$ cat config.mk
export PLATFORM = sky130hd
export DESIGN_NAME = multicycle_control
export DESIGN_NICKNAME = d
export VERILOG_FILES = /design/src/rtl/multicycle_control.sv
export SDC_FILE = /design/constraint.sdc
export NUM_CORES = 1
export LEC_CHECK = 0
export ABC_AREA = 0
export BUFFER_PORTS_ARGS = -buffer_cell sky130_fd_sc_hd__buf_2
export CAP_MARGIN = 0
export CORE_MARGIN = 5
export CORE_UTILIZATION = 49
export CTS_BUF_LIST = sky130_fd_sc_hd__clkbuf_4 sky130_fd_sc_hd__clkbuf_8
export DETAILED_ROUTE_END_ITERATION = 12
export PLACE_DENSITY = 0.88
export SLEW_MARGIN = 20
export SYNTH_ARGS = -nofsm -noshare
export SYNTH_HDL_FRONTEND = slang
export SYNTH_SLANG_ARGS = --single-unit
$ cat constraint.sdc
create_clock -name clk -period 2.04 [get_ports clk]
set_input_delay 0.408 -clock clk [delete_from_list [all_inputs] [get_ports clk]]
set_output_delay 0.408 -clock clk [all_outputs]
set_load 0.02 [all_outputs]
$ cat src/rtl/multicycle_control.sv
// Multi-cycle control FSM: sequences each instruction through fetch/decode/execute/memory/write-back
// and drives the datapath enables, with optional memory handshake, illegal-op trap and retire counter.
module multicycle_control #(
  parameter bit MEM_HANDSHAKE = 1'b1,
  parameter bit TRAP_ILLEGAL  = 1'b1,
  parameter int CNT_W         = 32
) (
  input  logic             clk,
  input  logic             rst_n,
  input  logic [5:0]       Op,
  input  logic [5:0]       Fun,
  input  logic             equal,
  input  logic             sign,
  input  logic             mem_ready,
  output logic             PCWr,
  output logic [1:0]       PCSrc,
  output logic             IorD,
  output logic             MemRd,
  output logic             MemWr,
  output logic             IRWr,
  output logic             RegWr,
  output logic             RegDst,
  output logic             MemtoReg,
  output logic             ALUSrcA,
  output logic [1:0]       ALUSrcB,
  output logic             ExtOp,
  output logic [2:0]       ALUctr,
  output logic [3:0]       state,
  output logic             illegal,
  output logic [CNT_W-1:0] instr_count
);

  typedef enum logic [3:0] {
    S_FETCH    = 4'd0,
    S_DECODE   = 4'd1,
    S_EXEC_R   = 4'd2,
    S_WB_R     = 4'd3,
    S_EXEC_I   = 4'd4,
    S_WB_I     = 4'd5,
    S_MEM_ADDR = 4'd6,
    S_MEM_RD   = 4'd7,
    S_MEM_WB   = 4'd8,
    S_MEM_WR   = 4'd9,
    S_BRANCH   = 4'd10,
    S_JUMP     = 4'd11,
    S_TRAP     = 4'd15
  } state_t;

  localparam logic [5:0] OP_R     = 6'b000000;
  localparam logic [5:0] OP_ORI   = 6'b001101;
  localparam logic [5:0] OP_ADDIU = 6'b001001;
  localparam logic [5:0] OP_LW    = 6'b100011;
  localparam logic [5:0] OP_SW    = 6'b101011;
  localparam logic [5:0] OP_BEQ   = 6'b000100;
  localparam logic [5:0] OP_BNE   = 6'b000101;
  localparam logic [5:0] OP_BLTZ  = 6'b000001;
  localparam logic [5:0] OP_J     = 6'b000010;

  localparam logic [2:0] ALU_ADD = 3'b000;
  localparam logic [2:0] ALU_SUB = 3'b001;
  localparam logic [2:0] ALU_AND = 3'b010;
  localparam logic [2:0] ALU_OR  = 3'b011;
  localparam logic [2:0] ALU_SLT = 3'b100;

  state_t state_q, state_d;
  logic   r_ok;
  logic [2:0] r_alu;
  logic   pcwr_c, memrd_c, memwr_c, irwr_c, regwr_c;
  logic   mem_done;

  // With the handshake disabled every memory state completes in one cycle.
  assign mem_done = !MEM_HANDSHAKE || mem_ready;

  always_comb begin
    r_ok  = 1'b1;
    r_alu = ALU_ADD;
    unique case (Fun)
      6'b100000, 6'b100001: r_alu = ALU_ADD;
      6'b100010, 6'b100011: r_alu = ALU_SUB;
      6'b100100:            r_alu = ALU_AND;
      6'b100101:            r_alu = ALU_OR;
      6'b101010:            r_alu = ALU_SLT;
      default:              r_ok  = 1'b0;
    endcase
  end

  always_ff @(posedge clk or negedge rst_n) begin
    if (!rst_n) state_q <= S_FETCH;
    else        state_q <= state_d;
  end

  always_comb begin
    state_d  = state_q;
    pcwr_c   = 1'b0;
    memrd_c  = 1'b0;
    memwr_c  = 1'b0;
    irwr_c   = 1'b0;
    regwr_c  = 1'b0;
    PCSrc    = 2'b00;
    IorD     = 1'b0;
    RegDst   = 1'b0;
    MemtoReg = 1'b0;
    ALUSrcA  = 1'b0;
    ALUSrcB  = 2'b00;
    ExtOp    = 1'b0;
    ALUctr   = ALU_ADD;
    illegal  = 1'b0;
    case (state_q)
      S_FETCH: begin
        memrd_c = 1'b1;
        ALUSrcB = 2'b01;
        if (mem_done) begin
          irwr_c  = 1'b1;
          pcwr_c  = 1'b1;
          state_d = S_DECODE;
        end
      end
      S_DECODE: begin
        ALUSrcB = 2'b11;
        ExtOp   = 1'b1;
        if (Op == OP_R && r_ok)                        state_d = S_EXEC_R;
        else if (Op == OP_ORI || Op == OP_ADDIU)       state_d = S_EXEC_I;
        else if (Op == OP_LW || Op == OP_SW)           state_d = S_MEM_ADDR;
        else if (Op == OP_BEQ || Op == OP_BNE || Op == OP_BLTZ) state_d = S_BRANCH;
        else if (Op == OP_J)                           state_d = S_JUMP;
        else state_d = TRAP_ILLEGAL ? S_TRAP : S_FETCH;
      end
      S_EXEC_R: begin
        ALUSrcA = 1'b1;
        ALUctr  = r_alu;
        state_d = S_WB_R;
      end
      S_WB_R: begin
        regwr_c = 1'b1;
        RegDst  = 1'b1;
        state_d = S_FETCH;
      end
      S_EXEC_I: begin
        ALUSrcA = 1'b1;
        ALUSrcB = 2'b10;
        ExtOp   = (Op != OP_ORI);
        ALUctr  = (Op == OP_ORI) ? ALU_OR : ALU_ADD;
        state_d = S_WB_I;
      end
      S_WB_I: begin
        regwr_c = 1'b1;
        state_d = S_FETCH;
      end
      S_MEM_ADDR: begin
        ALUSrcA = 1'b1;
        ALUSrcB = 2'b10;
        ExtOp   = 1'b1;
        state_d = (Op == OP_SW) ? S_MEM_WR : S_MEM_RD;
      end
      S_MEM_RD: begin
        memrd_c = 1'b1;
        IorD    = 1'b1;
        if (mem_done) state_d = S_MEM_WB;
      end
      S_MEM_WB: begin
        regwr_c  = 1'b1;
        MemtoReg = 1'b1;
        state_d  = S_FETCH;
      end
      S_MEM_WR: begin
        memwr_c = 1'b1;
        IorD    = 1'b1;
        if (mem_done) state_d = S_FETCH;
      end
      S_BRANCH: begin
        ALUSrcA = 1'b1;
        ALUctr  = ALU_SUB;
        PCSrc   = 2'b01;
        case (Op)
          OP_BEQ:  pcwr_c = equal;
          OP_BNE:  pcwr_c = !equal;
          OP_BLTZ: pcwr_c = sign;
          default: pcwr_c = 1'b0;
        endcase
        state_d = S_FETCH;
      end
      S_JUMP: begin
        pcwr_c  = 1'b1;
        PCSrc   = 2'b10;
        state_d = S_FETCH;
      end
      S_TRAP: illegal = 1'b1;
      default: state_d = S_FETCH;
    endcase
  end

  // Strobes are masked by reset so an in-flight memory access drops without waiting for a clock.
  assign PCWr  = pcwr_c  & rst_n;
  assign MemRd = memrd_c & rst_n;
  assign MemWr = memwr_c & rst_n;
  assign IRWr  = irwr_c  & rst_n;
  assign RegWr = regwr_c & rst_n;
  assign state = state_q;

  always_ff @(posedge clk or negedge rst_n) begin
    if (!rst_n)
      instr_count <= '0;
    else if (state_q != S_FETCH && state_d == S_FETCH)
      instr_count <= instr_count + CNT_W'(1);
  end

endmodule
* After elaboration in Yosys (flattened, before gate mapping)
Index checks and enable logic that the tools add are counted.
Word-level totals: flip-flop bits (word level) 36, input port bits 17, word-level logic and storage cells 84
Operators by class: $add $sub $neg 1, equal/unequal tests 28, muxes and demuxes 29, bitwise gates (word level) 5, reductions and logical operators 19
Operators by type and width (number):
- $eq A6 B6 Y1 const B | 9
- $add A32 B1 Y32 const B | 1
- $pmux W4 S8 | 1
- $mux W4 | 7
- $eq A4 B4 Y1 const B | 5
- $eq A4 B3 Y1 const B | 4
- $eq A6 B3 Y1 const B | 2
- $eq A6 B4 Y1 const B | 2
- $pmux W3 S4 | 1
- $mux W1 | 11
- $reduce_or A2 Y1 | 5
- $pmux W3 S3 | 1
- $eq A4 B2 Y1 const B | 2
- $logic_not A4 Y1 | 2
- $reduce_or A7 Y1 | 1
- $eq A6 B1 Y1 const B | 1
- $eq A6 B2 Y1 const B | 1
- $logic_not A6 Y1 | 1
- $mux W3 | 2
- $ne A6 B4 Y1 const B | 1
- $pmux W1 S3 | 2
- $pmux W2 S3 | 1
- $and A1 B1 Y1 | 5
- $eq A4 B1 Y1 const B | 1
- other kinds (9) | 13

* Depth between registers and ports, before layout
Gate-level depths: netlist of the first run.
depth in word-level cells 10, depth in mapped cells 8, depth with buffers taken out 7

* Least setup slack after synthesis of the first run
OpenSTA, ideal clock, no wires.
kind reg2out, start point reg state_q[0] (netlist: state[0]), end point out PCWr, arrival 1.814 ns, required time 1.632 ns, path slack -0.182 ns, stages on the path, launching flop included 7, buffers on the path 2, cells stage by stage dfrtp_1 -> buf_4 -> clkbuf_1 -> nand2_1 -> nor2_1 -> a21oi_1 -> a21oi_1
Between the ends: cells in the longest elaborated chain, start to end 3, elaborated cells on any way between the ends 5, those cells by class eq/ne (2); mux (1); bitwise (1); reduce/logical (1)
Ends and longest elaborated chain:
- start: declaration | line 65 | state_t state_q, state_d;
- start signal: assignment | line 89 | else state_q <= state_d;
- $eq A4 B4 Y1 / $logic_not A4 Y1 (equally long branches) | line 108 | case (state_q)
- $pmux W1 S3 (*) | line 108
- $and A1 B1 Y1 (*) | line 193 | assign PCWr = pcwr_c & rst_n;
- end: declaration | line 15 | output logic PCWr,
Every way passes the cells marked *; elsewhere a longest branch is shown, timed or not.

* Worst setup path after layout of the first run
start point reg state_q[2] (netlist: state[2]), end point reg instr_count[29]
Between the ends: cells in the longest elaborated chain, start to end 4, elaborated cells on any way between the ends 15, those cells by class eq/ne (7); mux (4); reduce/logical (4)
Ends and longest elaborated chain:
- $eq A4 B4 Y1 (tied with other cells) | line 108
- $pmux W4 S8 | line 108
- $logic_not A4 Y1 | line 203 | else if (state_q != S_FETCH && state_d == S_FETCH)
- $logic_and A1 B1 Y1 (*) | line 203
- end signal: assignment | line 204 | instr_count <= instr_count + CNT_W'(1);
- end: declaration | line 30 | output logic [CNT_W-1:0] instr_count
Marks and branches as above. A chain may end at the register's enable or synchronous reset.

==> results by group, run 1 <==
Status
  • Status: finished with violations
  • Failing checks: setup timing

Power and ir drop
  • Power per Cell Area: 1463 nW/um^2
  • Leak Pwr: 2.045 nW
  • P_int: 3.254 mW
  • Overall Power: 6.264 mW
  • Max IR drop VDD: 1070 uV
  • Clock Power Share: 0.074
  • Sw Pwr: 3.010 mW
  • Sw Ratio: 0.4805
  • Sequential share of power: 0.153
  • Comb pwr share: 0.774

Layout
  • Nets: 431
  • Fillers: 231
  • Layout cell share with drive strength beyond 1: 0.5839
  • Non-filler cells, final: ~480
  • Synth-to-layout area growth: 70.62%
  • Inserted Diodes: 0

Clock network
  • Inserted Clock Buffers: 5
  • CTS tree: yes
  • Clock Latency Late Sink: ~0.29 ns
  • Max clock buf depth: 2
  • CTS sink cnt: 36
  • H-tree Lvls: 2
  • Root buffer cell: clkbuf_8
  • Clk slew on worst S/H paths: about 0.070 ns

Yosys
  • Cell area after synthesis: approximately 2500 um^2
  • Post-synth EDFFs: 0
  • Register bit count reported by yosys: 36
  • Largest cells by area after synthesis: dfrtp_1 36%, xor2_1 10%, nor4_2 8.5%
  • Mapped Cells: 265
  • Post-synth ARST share: 1.000
  • Post-synthesis net count: 283
  • Most common cell in the synthesized netlist: dfrtp_1
  • Synthesis warning total: 0
  • Synth area leader: dfrtp_1
  • Part of the Yosys area used for sequential elements: 0.3591
  • Post-synth top area share: 0.3591
  • Prevailing post-synth register cell: dfrtp_1
  • Commonest cells post-synth: 36 x dfrtp_1, 29 x xor2_1, 25 x nand2_1
  • Synth cell types: 54
  • Mean Syn Cell Area: approximately 9.5 um^2

Worst setup path
  • Required time of the critical path: approximately 2.2 ns
  • Termination of the worst setup path: instr_count[29]$_DFFE_PN0P_
  • Reg-to-Reg Start: state[2]$_DFF_PN0_
  • Critical Path End Type: register
  • Setup CP Type: reg -> reg
  • CP Launch Type: register
  • R2R depth: 9
  • CP Max Fanout: 8
  • Worst R2R End: instr_count[29]$_DFFE_PN0P_
  • R2R setup slack: -0.24 ns
  • Arr. time, crit path: approximately 2.5 ns
  • Crit. Startpoint: state[2]$_DFF_PN0_

Place
  • HPWL Detailed: around 4.9 mm
  • Gpl congestion: ~0.89
  • Pre-CTS setup slack: -0.2664 ns
  • Cell Count Post-Placement: 439
  • Port bufs: 70

GRT
  • Maximum number of pins on one net before global-route repair: 34
  • Gr usage total: 0.2582
  • Antenna violations before repair: 0
  • Number of global-route vias before repair: 2660
  • Grt ovf: 0
  • First-pass GRT wire length: between 10 and 15 mm

Timing
  • RSZ-0062 raised after global routing: true
  • Setup ws final: -0.2352 ns
  • Tmin final: 2.275 ns
  • Hold Slack: between 0.2 and 0.25 ns
  • Final Setup Violations: 42
  • Fmax: 0.4395 GHz
  • Worst Clk Skew: 0.005476 ns
  • Max-slew headroom: 0.7151
  • Slew Viols, Final: 0
  • Least-Margin Pin Slew: 0.4241 ns
  • Final Hold Viols: 0
  • Crit share post-route: 1.115

Routing
  • Post-DRT Antenna Nets: 0
  • DRT Pass-1 Iters: 5
  • Avg WL per Cell: 21.31 um
  • Post-route DRC violation count: 0
  • Drt via density: 6.175
  • Routed wire length: 10.25 mm
  • Via count: 2970
  • 1st-iter DRT viols: between 200 and 300

Flow run
  • Max Cap Viol: 0

Floorplan
  • Die height: about 82 um
  • Starting Density: 0.4975
  • CORE AREA: 5042 um^2
  • Ports: a little over 70
  • FP Rows: 26
  • Die outline width: 81.55 um
  • Die Area: 6650 um^2

Hold path
  • Worst hold path class: in -> async
[how the worst min path moves through the flow]
| stage | from | slack (ns) | end | depth (start not counted) |
|---|---|---|---|---|
| 2_1_floorplan | rst_n | 0.11 | instr_count[0]$_DFFE_PN0P_ | 0 |
| 3_3_place_gp | rst_n | 0.23 | instr_count[18]$_DFFE_PN0P_ | 1 |
| 3_5_place_dp | rst_n | 0.23 | instr_count[18]$_DFFE_PN0P_ | 1 |
| 4_1_cts | rst_n | 0.22 | instr_count[28]$_DFFE_PN0P_ | 2 |
| 5_1_grt | rst_n | 0.27 | instr_count[26]$_DFFE_PN0P_ | 2 |
| 6_report | rst_n | 0.22 | instr_count[26]$_DFFE_PN0P_ | 2 |
[flip-flops by register name, indices dropped and copies added (netlist names)]
| register | count |
|---|---|
| instr_count | 32 |
| state | 4 |
[kinds of logic after synthesis]
group / count (synthesis) / synth area share
simple gates: 141 / 0.3786
flops: 36 / 0.3591
compound gates: 33 / 0.09227
xor+xnor: 32 / 0.1117
buf+inv: 21 / 0.04887
mux: 1 / 0.004488
fa+ha+maj: 1 / 0.004987
[layer usage]
metal / GRT usage / share of wire
met1: 0.3072 / 0.37
met2: 0.4748 / 0.50
met3: 0.04167 / 0.069
met4: 0.07432 / 0.061
met5: 0 / 0
[critical path, stage by stage (launching register included)]
cell      delay (ns)
dfrtp_2         0.47
buf_6           0.17
nand2b_4        0.08
buf_4           0.12
nor2_1          0.04
o21ai_1         0.21
nand4_4         0.30
buf_16          0.26
nor4_4          0.32
xor2_1          0.22
[cells in the final DEF, fill, tap and decap left out, types with 6 or more instances in the layout]
master,instances
buf_12,6
dfrtp_1,33
nand4_1,11
nor3_1,9
buf_4,68
buf_2,59
buf_6,18
nand3_1,8
xor2_1,29
nand2_1,22
nor2_1,10
nor4_4,21
[layout make-up]
class	count	area (um^2)	area share
multi-input cells	208	1951	0.4557
repair buffers	156	1244	0.2906
flip-flops and latches	36	904.6	0.2113
well taps	70	87.58	0.02046
clock buffers	5	68.82	0.01608
inverters	6	25.02	0.005846
[power groups by stage]
stage,logic [mW],clock network [mW],registers (mW)
floorplan,1.59,0,1.01
global placement,2.48,0,0.941
detailed placement,2.53,0,0.942
CTS,3.76,0.457,0.939
global route,5.03,0.480,0.964
finish,4.85,0.461,0.956
[timing repair]
item | 4_1_cts | 5_1_grt
endpoints found under the hold margin | 3 | 0
hold buffers | 1 | 0
gates resized for setup | 55 | 61
setup endpoints to repair | 38 | 45
pin swaps | 23 | 34
cloned | 3 | 2
buffers inserted | 17 | 15
[stage by stage]
step                instance area (um^2)    util  setup TNS (ns)
finish                              4280  0.8489          -4.566
global route                        4280  0.8489          -7.007
CTS                                 3866  0.7667          -2.035
detailed placement                  3292  0.6529          -6.291
floorplan                           2539       -         -0.1619
global placement                    3292  0.6529          -3.253
No activity file was read; power rests on OpenSTA's default activity.
==> inputs of run 2 (changes only) <==
- CORE_ASPECT_RATIO: unset -> 0.7
- CORE_UTILIZATION: 49 -> 40
- PLACE_DENSITY: 0.88 -> 0.75
==> run 2 against run 1 <==
The flow still finishes with violations (setup timing). Wire length is 12% lower. Setup slack better by 0.052 ns. Sequential power hardly changed. Clock skew is 0.0062 ns higher. First-iteration DRC count is 14% higher. Worst hold slack worse by 0.11 ns. Critical endpoint is now instr_count[30]$_DFFE_PN0P_.
==> results by group, run 2 (synthesis results as in run 1) <==
Timing
  • Slew Viols, Final: 0
  • Fmax: 0.4498 GHz
  • Setup ws final: -0.1830 ns
  • Least-Margin Pin Slew: approximately 0.45 ns
  • Final Setup Violations: 42
  • Max-slew headroom: 0.6985
  • Worst Clk Skew: 0.01164 ns
  • Crit share post-route: 1.090
  • RSZ-0062 raised after global routing: true
  • Tmin final: around 2.2 ns
  • Final Hold Viols: 0

Power and ir drop
  • P_int: a little over 3 mW
  • Clock Power Share: 0.120
  • Comb pwr share: 0.717
  • Overall Power: between 5 and 6 mW
  • Sw Ratio: 0.4783
  • Max IR drop VDD: 785.8 uV
  • Sequential share of power: 0.163
  • Power per Cell Area: 1457 nW/um^2
  • Leak Pwr: 1.932 nW
  • Sw Pwr: around 2.8 mW

Worst setup path
  • Critical Path End Type: register
  • CP Max Fanout: 8
  • CP Launch Type: register
  • Arr. time, crit path: around 2.4 ns
  • Required time of the critical path: 2.20 ns
  • Setup CP Type: reg -> reg

GRT
  • First-pass GRT wire length: approximately 12 mm
  • Gr usage total: 0.1804
  • Antenna violations before repair: 0
  • Grt ovf: 0
  • Number of global-route vias before repair: between 2000 and 3000
  • Maximum number of pins on one net before global-route repair: 31

Layout
  • Synth-to-layout area growth: 61.25%
  • Most common cell after layout, fill and taps aside: buf_2
  • Inserted Diodes: 0
  • Post-layout util: 0.6571
  • Fillers: 413
  • Non-filler cells, final: about 470
  • Nets: approximately 410
  • Commonest non-fill, non-tap cells in the layout: 61 x buf_2, 48 x buf_4, 32 x dfrtp_1
  • Layout cell share with drive strength beyond 1: 0.5578
  • Largest Register: instr_count
  • Max reg flops: 32

Routing
  • Routed wire length: between 9 and 10 mm
  • Avg WL per Cell: 19.39 um
  • Drt via density: roughly 6
  • 1st-iter DRT viols: 294
  • Post-route DRC violation count: 0
  • Via count: 2754
  • Post-DRT Antenna Nets: 0
  • DRT Pass-1 Iters: 5

Clock network
  • H-tree Lvls: 2
  • Inserted Clock Buffers: 5
  • CTS sink cnt: 36
  • Max clock buf depth: 2
  • Clock Latency Late Sink: roughly 0.29 ns
  • Clk slew on worst S/H paths: ~0.08 ns
  • CTS tree: yes
  • Hold buffer count at CTS: 0
  • Root buffer cell: clkbuf_8

Hold path
  • Worst hold path class: in -> async

Floorplan
  • Ports: 71
  • Starting Density: 0.4075
  • CORE AREA: ~6200 um^2
  • Die height: ~76 um
  • FP Rows: 24
  • Die Area: 7981 um^2
  • Die outline width: 104.7 um

Place
  • Gpl congestion: a little over 0.9
  • Cell Count Post-Placement: 440
  • Port bufs: 70
  • HPWL Detailed: 5.203 mm

Flow run
  • Max Cap Viol: 0

Status
  • Status: finished with violations
  • Failing checks: setup timing
## run 2: area by class of cell
type / instances / area (um^2) / share of cell area
Inverter: 6 / 27.53 / 0.006805
Sequential cell: 36 / 905.9 / 0.2239
Tap cell: 78 / 97.59 / 0.02413
Timing Repair Buffer: 131 / 1011 / 0.2499
Multi-Input combinational cell: 208 / 1877 / 0.4640
Clock inverter: 1 / 30.03 / 0.007423
Clock buffer: 7 / 96.34 / 0.02382
## run 2: power groups by stage
stage / registers (mW) / logic [mW] / clock network (mW)
6_report: 0.959 / 4.23 / 0.708
5_1_grt: 0.976 / 4.38 / 0.748
4_1_cts: 0.941 / 2.96 / 0.699
3_5_place_dp: 0.952 / 2.41 / 0
3_3_place_gp: 0.948 / 2.37 / 0
2_1_floorplan: 1.01 / 1.59 / 0
## run 2: what timing repair did
action / CTS / global route
setup buffers: 5 / 8
cloned: 1 / 5
pin swaps: 6 / 30
endpoints found under the setup margin: 41 / 43
gates resized for setup: 47 / 48
## run 2: path summary, 6_finish.rpt
check,from,endpoint,slack [ns],depth (start not counted)
max,state[2]$_DFF_PN0_,instr_count[30]$_DFFE_PN0P_,-0.18,8
min,rst_n,instr_count[4]$_DFFE_PN0P_,0.11,2
max reg2reg,state[2]$_DFF_PN0_,instr_count[30]$_DFFE_PN0P_,-0.18,8
min reg2reg,instr_count[31]$_DFFE_PN0P_,instr_count[31]$_DFFE_PN0P_,0.49,1
max in group asynchronous,rst_n,instr_count[27]$_DFFE_PN0P_,1.71,2
min in group clk,instr_count[31]$_DFFE_PN0P_,instr_count[31]$_DFFE_PN0P_,0.49,1
## run 2: per-stage QoR
step / worst slack (ns) / TNS, ns / hold WS [ns] / instance area [um^2]
3_3_place_gp: -0.1140 / -2.367 / 0.4238 / 3237
2_1_floorplan: -0.1145 / -0.1619 / 0.1124 / 2539
4_1_cts: -0.08689 / -1.436 / 0.1187 / 3608
3_5_place_dp: -0.2125 / -4.176 / 0.4288 / 3237
6_report: -0.1830 / -5.113 / 0.1118 / 4045
5_1_grt: -0.2527 / -7.556 / 0.1252 / 4045
## run 2: metal layers
layer / global-route usage / vias to the layer above / wire length, um
met2: 0.2984 / 133 / 4320
li1: - / 1228 / -
met5: 0 / - / 0
met4: 0.03448 / 0 / 172
met3: 0.04064 / 30 / 603
met1: 0.2439 / 1363 / 3956
## run 2: worst max-delay path, cell delays in order, from the launching register on
cell,delay (ns)
dfrtp_2,0.49
buf_6,0.14
or3b_4,0.38
nor2_4,0.14
nand2_2,0.08
o21ai_4,0.36
clkbuf_16,0.27
nor3_1,0.08
xor2_1,0.14
